## src/rtl/md_unit.sv

```systemverilog
// rtl/md_unit.sv - iterative signed/unsigned multiply/divide unit producing HI/LO
// Shift-add multiply and restoring divide, one bit per cycle over WIDTH cycles.
module md_unit #(
    parameter int WIDTH = 32
) (
    input  logic             clk,
    input  logic             rst,
    input  logic             start_i,
    input  logic [1:0]       op_i,
    input  logic [WIDTH-1:0] opa_i,
    input  logic [WIDTH-1:0] opb_i,
    input  logic             annul_i,
    output logic             busy_o,
    output logic             ready_o,
    output logic [WIDTH-1:0] hi_o,
    output logic [WIDTH-1:0] lo_o,
    output logic             div_by_zero_o,
    output logic             stallreq_o
);
    localparam int CW = $clog2(WIDTH + 1);
    localparam logic [CW-1:0] LAST = CW'(WIDTH - 1);

    typedef enum logic [1:0] {S_IDLE, S_BUSY, S_DONE} state_t;
    state_t state_q, state_d;

    logic [CW-1:0]      cnt_q, cnt_d;
    logic [1:0]         op_q, op_d;
    logic [WIDTH-1:0]   a_q, a_d, b_q, b_d;
    logic               negp_q, negp_d, negr_q, negr_d;
    logic [2*WIDTH-1:0] acc_q, acc_d;
    logic [WIDTH:0]     rem_q, rem_d;
    logic [WIDTH-1:0]   hi_q, hi_d, lo_q, lo_d;
    logic               dbz_q, dbz_d;

    logic               accept, div_zero, sa, sb, sgn;
    logic [WIDTH-1:0]   mag_a, mag_b;
    logic [WIDTH:0]     mul_sum, div_sh, div_diff, rem_nx;
    logic [2*WIDTH-1:0] acc_nx, prod_fin;
    logic [WIDTH-1:0]   quo_nx, quo_fin, rem_fin;

    assign accept   = (state_q == S_IDLE) && start_i && !annul_i;
    assign div_zero = op_i[1] && (opb_i == '0);
    assign sa       = !op_i[0] && opa_i[WIDTH-1];
    assign sb       = !op_i[0] && opb_i[WIDTH-1];
    assign mag_a    = sa ? -opa_i : opa_i;
    assign mag_b    = sb ? -opb_i : opb_i;
    assign sgn      = !op_q[0];

    // Multiply: add multiplicand into the upper half, then shift the whole accumulator right.
    assign mul_sum  = {1'b0, acc_q[2*WIDTH-1:WIDTH]} + (b_q[0] ? {1'b0, a_q} : '0);
    assign acc_nx   = {mul_sum, acc_q[WIDTH-1:1]};
    assign prod_fin = (sgn && negp_q) ? -acc_nx : acc_nx;

    // Divide: a_q shifts the dividend out at the top and the quotient in at the bottom.
    assign div_sh   = {rem_q[WIDTH-1:0], a_q[WIDTH-1]};
    assign div_diff = div_sh - {1'b0, b_q};
    assign rem_nx   = div_diff[WIDTH] ? div_sh : div_diff;
    assign quo_nx   = {a_q[WIDTH-2:0], !div_diff[WIDTH]};
    assign quo_fin  = (sgn && negp_q) ? -quo_nx : quo_nx;
    assign rem_fin  = (sgn && negr_q) ? -rem_nx[WIDTH-1:0] : rem_nx[WIDTH-1:0];

    always_ff @(posedge clk) begin
        if (rst) state_q <= S_IDLE;
        else     state_q <= state_d;
    end

    always_comb begin
        state_d = state_q;
        case (state_q)
            S_IDLE: if (accept) state_d = div_zero ? S_DONE : S_BUSY;
            S_BUSY: begin
                if (annul_i)            state_d = S_IDLE;
                else if (cnt_q == LAST) state_d = S_DONE;
            end
            default: state_d = S_IDLE;
        endcase
    end

    always_comb begin
        busy_o        = (state_q == S_BUSY);
        ready_o       = (state_q == S_DONE);
        div_by_zero_o = (state_q == S_DONE) && dbz_q;
        stallreq_o    = accept || (state_q == S_BUSY);
        hi_o          = hi_q;
        lo_o          = lo_q;
    end

    always_comb begin
        cnt_d  = cnt_q;
        op_d   = op_q;
        a_d    = a_q;
        b_d    = b_q;
        negp_d = negp_q;
        negr_d = negr_q;
        acc_d  = acc_q;
        rem_d  = rem_q;
        hi_d   = hi_q;
        lo_d   = lo_q;
        dbz_d  = dbz_q;
        if (accept) begin
            cnt_d  = '0;
            op_d   = op_i;
            a_d    = mag_a;
            b_d    = mag_b;
            negp_d = sa ^ sb;
            negr_d = sa;
            acc_d  = '0;
            rem_d  = '0;
            if (div_zero) begin
                hi_d  = opa_i;
                lo_d  = '1;
                dbz_d = 1'b1;
            end
        end else if (state_q == S_BUSY && !annul_i) begin
            cnt_d = cnt_q + 1'b1;
            if (op_q[1]) begin
                rem_d = rem_nx;
                a_d   = quo_nx;
            end else begin
                acc_d = acc_nx;
                b_d   = b_q >> 1;
            end
            if (cnt_q == LAST) begin
                dbz_d = 1'b0;
                if (op_q[1]) begin
                    hi_d = rem_fin;
                    lo_d = quo_fin;
                end else begin
                    hi_d = prod_fin[2*WIDTH-1:WIDTH];
                    lo_d = prod_fin[WIDTH-1:0];
                end
            end
        end
    end

    always_ff @(posedge clk) begin
        if (rst) begin
            cnt_q  <= '0;
            op_q   <= '0;
            a_q    <= '0;
            b_q    <= '0;
            negp_q <= 1'b0;
            negr_q <= 1'b0;
            acc_q  <= '0;
            rem_q  <= '0;
            hi_q   <= '0;
            lo_q   <= '0;
            dbz_q  <= 1'b0;
        end else begin
            cnt_q  <= cnt_d;
            op_q   <= op_d;
            a_q    <= a_d;
            b_q    <= b_d;
            negp_q <= negp_d;
            negr_q <= negr_d;
            acc_q  <= acc_d;
            rem_q  <= rem_d;
            hi_q   <= hi_d;
            lo_q   <= lo_d;
            dbz_q  <= dbz_d;
        end
    end
endmodule

```

## config.mk

```make
export PLATFORM = sky130hd
export DESIGN_NAME = md_unit
export DESIGN_NICKNAME = d
export VERILOG_FILES = /design/src/rtl/md_unit.sv
export SDC_FILE = /design/constraint.sdc
export NUM_CORES = 1
export LEC_CHECK = 0
export ABC_CLOCK_PERIOD_IN_PS = 6000
export BUFFER_PORTS_ARGS = -buffer_cell sky130_fd_sc_hd__buf_2
export CORE_MARGIN = 3
export CORE_UTILIZATION = 62
export CTS_CLUSTER_SIZE = 20
export DETAILED_ROUTE_END_ITERATION = 16
export GPL_TIMING_DRIVEN = 0
export PLACE_DENSITY = 0.82
export REMOVE_ABC_BUFFERS = 1
export SLEW_MARGIN = 25
export SYNTH_ARGS = -nofsm -noshare
export SYNTH_HDL_FRONTEND = slang
export SYNTH_SLANG_ARGS = --single-unit
```

## constraint.sdc

```tcl
create_clock -name clk -period 6 [get_ports clk]
set_input_delay 0.9 -clock clk [delete_from_list [all_inputs] [get_ports clk]]
set_output_delay 0.9 -clock clk [all_outputs]
set_load 0.02 [all_outputs]
```

==> flow_metrics.env <==
export IMPL_critPathMaxFanout=34
export IMPL_r2r_worst_path_cells=23
export IMPL_grtUsageMet2_pct=55.4
export IMPL_leakagePower_nw=7.99
export IMPL_crit_family="compound AO/OA/AOI/OAI gates"
export IMPL_use_met3_pct=6.65
export IMPL_synth_seq_cells=236
export IMPL_min_period_over_period_pct=95.6
export IMPL_async_flop_share_pct=0
export IMPL_placedCellCount=3007
export IMPL_die_h_um=180
export IMPL_slew_headroom_pct=21.5
export IMPL_regArea_um2=4730
export IMPL_clkLatencyLatePin_ps=560
export IMPL_clk_pin_slew_ps=60
export IMPL_yosysSeqAreaShare_pct=25.3
export IMPL_start_util_pct=63.9
export IMPL_slew_violations=0
export IMPL_p_per_area_nw_per_um2=214
export IMPL_path_class="register to register"
export IMPL_max_freq_ghz=0.174
export IMPL_final_layout_size_suffix_gt1_share_pct=10.7
export IMPL_antenna_found_initial=0
export IMPL_grt_pass1_wl_mm=98.5
export IMPL_cts_root_buf="clkbuf_16"
export IMPL_die_area_um2=32300
export IMPL_setup_violations_final=0
export IMPL_wirelength_mm=62.8
export IMPL_yosys_warnings=0
export IMPL_cp_required_ps=6440
export IMPL_cp_end_kind="register"
export IMPL_drc_errors=0
export IMPL_overflow=0
export IMPL_grt_max_degree=96
export IMPL_holdWs_ps=449
export IMPL_dp_hpwl_mm=45.5
export IMPL_path_buf_inv=3
export IMPL_track_usage_pct=36.2
export IMPL_fill_cells=2477
export IMPL_drtIter0Drc=2707
export IMPL_postRouteAntennaNets=0
export IMPL_fin_crit_ps=5730
export IMPL_irDropWorstVdd_uv=262
export IMPL_vias=20500
export IMPL_ys_types=97
export IMPL_hold_path_class="register to register"
export IMPL_io_buffers=137
export IMPL_syn_instance_count=2640
export IMPL_outcome="completed"
export IMPL_cts_buffers=28
export IMPL_area_growth_synth_to_final_pct=10.8
export IMPL_hold_depth=2
export IMPL_cp_common_cell="o21ai_2"
export IMPL_chipWidth_um=180
export IMPL_cp_slowest_stage_delay_ps=560
export IMPL_cp_start_kind="register"
export IMPL_synth_edf_count=0
export IMPL_grt_pass1_vias=18500
export IMPL_netlist_area_um2=18700
export IMPL_maxCapViolCount=0
export IMPL_hold_violations=0
export IMPL_syn_mean_instance_area_um2=7.08
export IMPL_use_met1_pct=50.9
export IMPL_path_depth=23
export IMPL_final_nets=2804
export IMPL_antenna_cells=0
export IMPL_place_congestion=0.947
export IMPL_std_cell_rows=62
export IMPL_crit_arrival_ps=6170
export IMPL_multiInputGateArea_um2=13100
export IMPL_tightestPinTransition_ps=1170
export IMPL_pin_count=138
export IMPL_wl_per_cell_um=20.5
export IMPL_fin_worst_skew_ps=15.3
export IMPL_instances_no_fill=3066
export IMPL_path_cells="ha_1, inv_1, fa_1, a211oi_2, o21ai_2, o21ai_2, o21ai_2, and3_4, o21a_4, nor2_4, clkinvlp_4, o21ai_1, inv_1, ha_1, nand2_1, nor2_1, nand3_1, nor4_1, o22ai_1, o31ai_1, or2_2, a41oi_1, o21ai_1"
export IMPL_first_pass_iters=6
export IMPL_cts_tree="done"
export IMPL_clock_sinks=236
export IMPL_cts_max_level=1
export IMPL_synth_ff_type="dfxtp_1"
export IMPL_p_total_w=0.00442
export IMPL_via_per_inst=6.68
export IMPL_rsz0062_at_grt="false"
export IMPL_crit_slowest_cell="dfxtp_4"
export IMPL_core_area_um2=29200
export IMPL_clk_path_buf_depth=3
export IMPL_grt_busiest_layer="met2"
layout make-up:
type	instances	share of cell area, %
repair inverters	1	0.0242
inverters	74	1.36
multi-input cells	2150	63.1
well taps	384	2.32
repair buffers	170	5.29
clock buffers	43	4.10
flip-flops and latches	236	22.9
clock inverters	8	0.918
per-stage QoR:
step,util (%),setup WS [ps],instance area (um^2),TNS (ps)
after floorplan,-,-1670,18000,-80800
after global placement,65.4,-5100,19100,-766260
after detailed placement,67.0,-909,19600,-8470
after CTS,70.7,63.5,20700,0
after global routing,70.8,6.45,20700,0
final,70.8,266,20700,0
state kept, by name (all words and copies together), names as in the netlist:
register / cells
dbz_q: 1
state_q: 2
acc_q: 63
op_q: 2
cnt_q: 6
lo_o: 32
hi_o: 32
negr_q: 1
negp_q: 1
a_q: 32
b_q: 32
rem_q: 32
synthesized netlist by cell type, types with 6 or more instances:
cell       number  area [um^2]
xor2_1         83          727
dfxtp_1       236         4720
or2_2          11         68.8
nand2_1       375         1410
and4_1          6         52.6
a221oi_1       11         96.3
o2111ai_1      10         87.6
nand2b_1       16          100
o211ai_1       18          135
a311oi_1       55          482
a2111oi_0      11         96.3
clkbuf_1      147          552
nand4_1        17          106
o21a_1         19          143
xnor2_1       115         1010
a21oi_1       278         1390
nand3_1        42          210
and2_1         48          300
o21ai_1        18         90.1
buf_1          15         56.3
o21ai_0       123          616
o31ai_1        27          203
nand3b_1       10         75.1
buf_2          14         70.1
mux2i_1        28          280
nor2_1        312         1170
o41ai_1         7         61.3
nor2b_1        15         93.8
inv_1          74          278
a211oi_1       64          480
or3_1          25          156
o22ai_1        13         81.3
nor3b_1        11         82.6
nor4_1         31          194
a31oi_1        34          213
nor3_1         89          445
ha_1           71          888
and3_1         19          119
o221ai_1        6         52.6
or4_1          16          120
a21o_1         23          173
power by group:
| part | internal [W] | switching (W) |
|---|---|---|
| sequential | 0.00160 | 0.0000588 |
| combinational | 0.000292 | 0.000531 |
| clock | 0.00122 | 0.000716 |
path summary, 6_finish.rpt:
| check | startpoint | endpoint | slack [ps] |
|---|---|---|---|
| setup / recovery | b_q[0] | hi_o[26] | 270 |
| hold / removal | hi_o[1] | hi_o[1] | 450 |
| setup reg to reg | b_q[0] | hi_o[26] | 270 |
| hold reg to reg | hi_o[1] | hi_o[1] | 450 |
placed cells by master (no fill, tap or decap), types with 9 or more instances in the layout:
cell       Yosys  layout
a2111oi_0     11       9
a211oi_1      64      64
a21o_1        23      23
a21oi_1      278     278
a221oi_1      11      11
a311oi_1      55      55
a31oi_1       34      34
and2_1        48      49
and3_1        19      19
buf_2         14     140
buf_4          2      16
clkbuf_16      0      29
dfxtp_1      236     233
ha_1          71      71
inv_1         74      73
mux2i_1       28      28
nand2_1      375     372
nand2b_1      16      13
nand3_1       42      42
nand3b_1      10      10
nand4_1       17      17
nor2_1       312     309
nor2b_1       15      12
nor3_1        89      87
nor3b_1       11      11
nor4_1        31      31
o2111ai_1     10      10
o211ai_1      18      18
o21a_1        19      18
o21ai_0      123     122
o21ai_1       18      19
o22ai_1       13      13
o31ai_1       27      27
or2_2         11      10
or3_1         25      25
or4_1         16      16
xnor2_1      115     115
xor2_1        83      83
layer usage:
layer / up-vias / routed length, um
met1: 9548 / 26200
met5: - / 0
li1: 9516 / -
met4: 0 / 2650
met3: 213 / 7200
met2: 1207 / 26700
timing repair:
item / 4_1_cts / 5_1_grt
buffers inserted: 2 / 2
resized for setup: 3 / 5
gates cloned: 3 / 1
hold buffers: 0 / 0
setup endpoints to repair: 17 / 5
pin swaps: 2 / 2
worst register-to-register path, cell delays in order, from the launching register on:
cell and delay [ps]:
dfxtp_4 560, ha_1 250, inv_1 50, fa_1 440, a211oi_2 310, o21ai_2 170, o21ai_2 230, o21ai_2 150
and3_4 230, o21a_4 300, nor2_4 210, clkinvlp_4 360, o21ai_1 340, inv_1 70, ha_1 250, nand2_1 90
nor2_1 40, nand3_1 190, nor4_1 80, o22ai_1 360, o31ai_1 220, or2_2 370, a41oi_1 250, o21ai_1 100
cells by family after synthesis:
group,synth area share (%)
AOI/OAI and AO/OA,26.7
xor gates and xnor gates,9.28
adders and majority gates,4.97
buffers and inverters,5.46
DFF,25.3
muxes,1.86
and+or+nand+nor,26.5
Power figures use the tool's default switching activity.
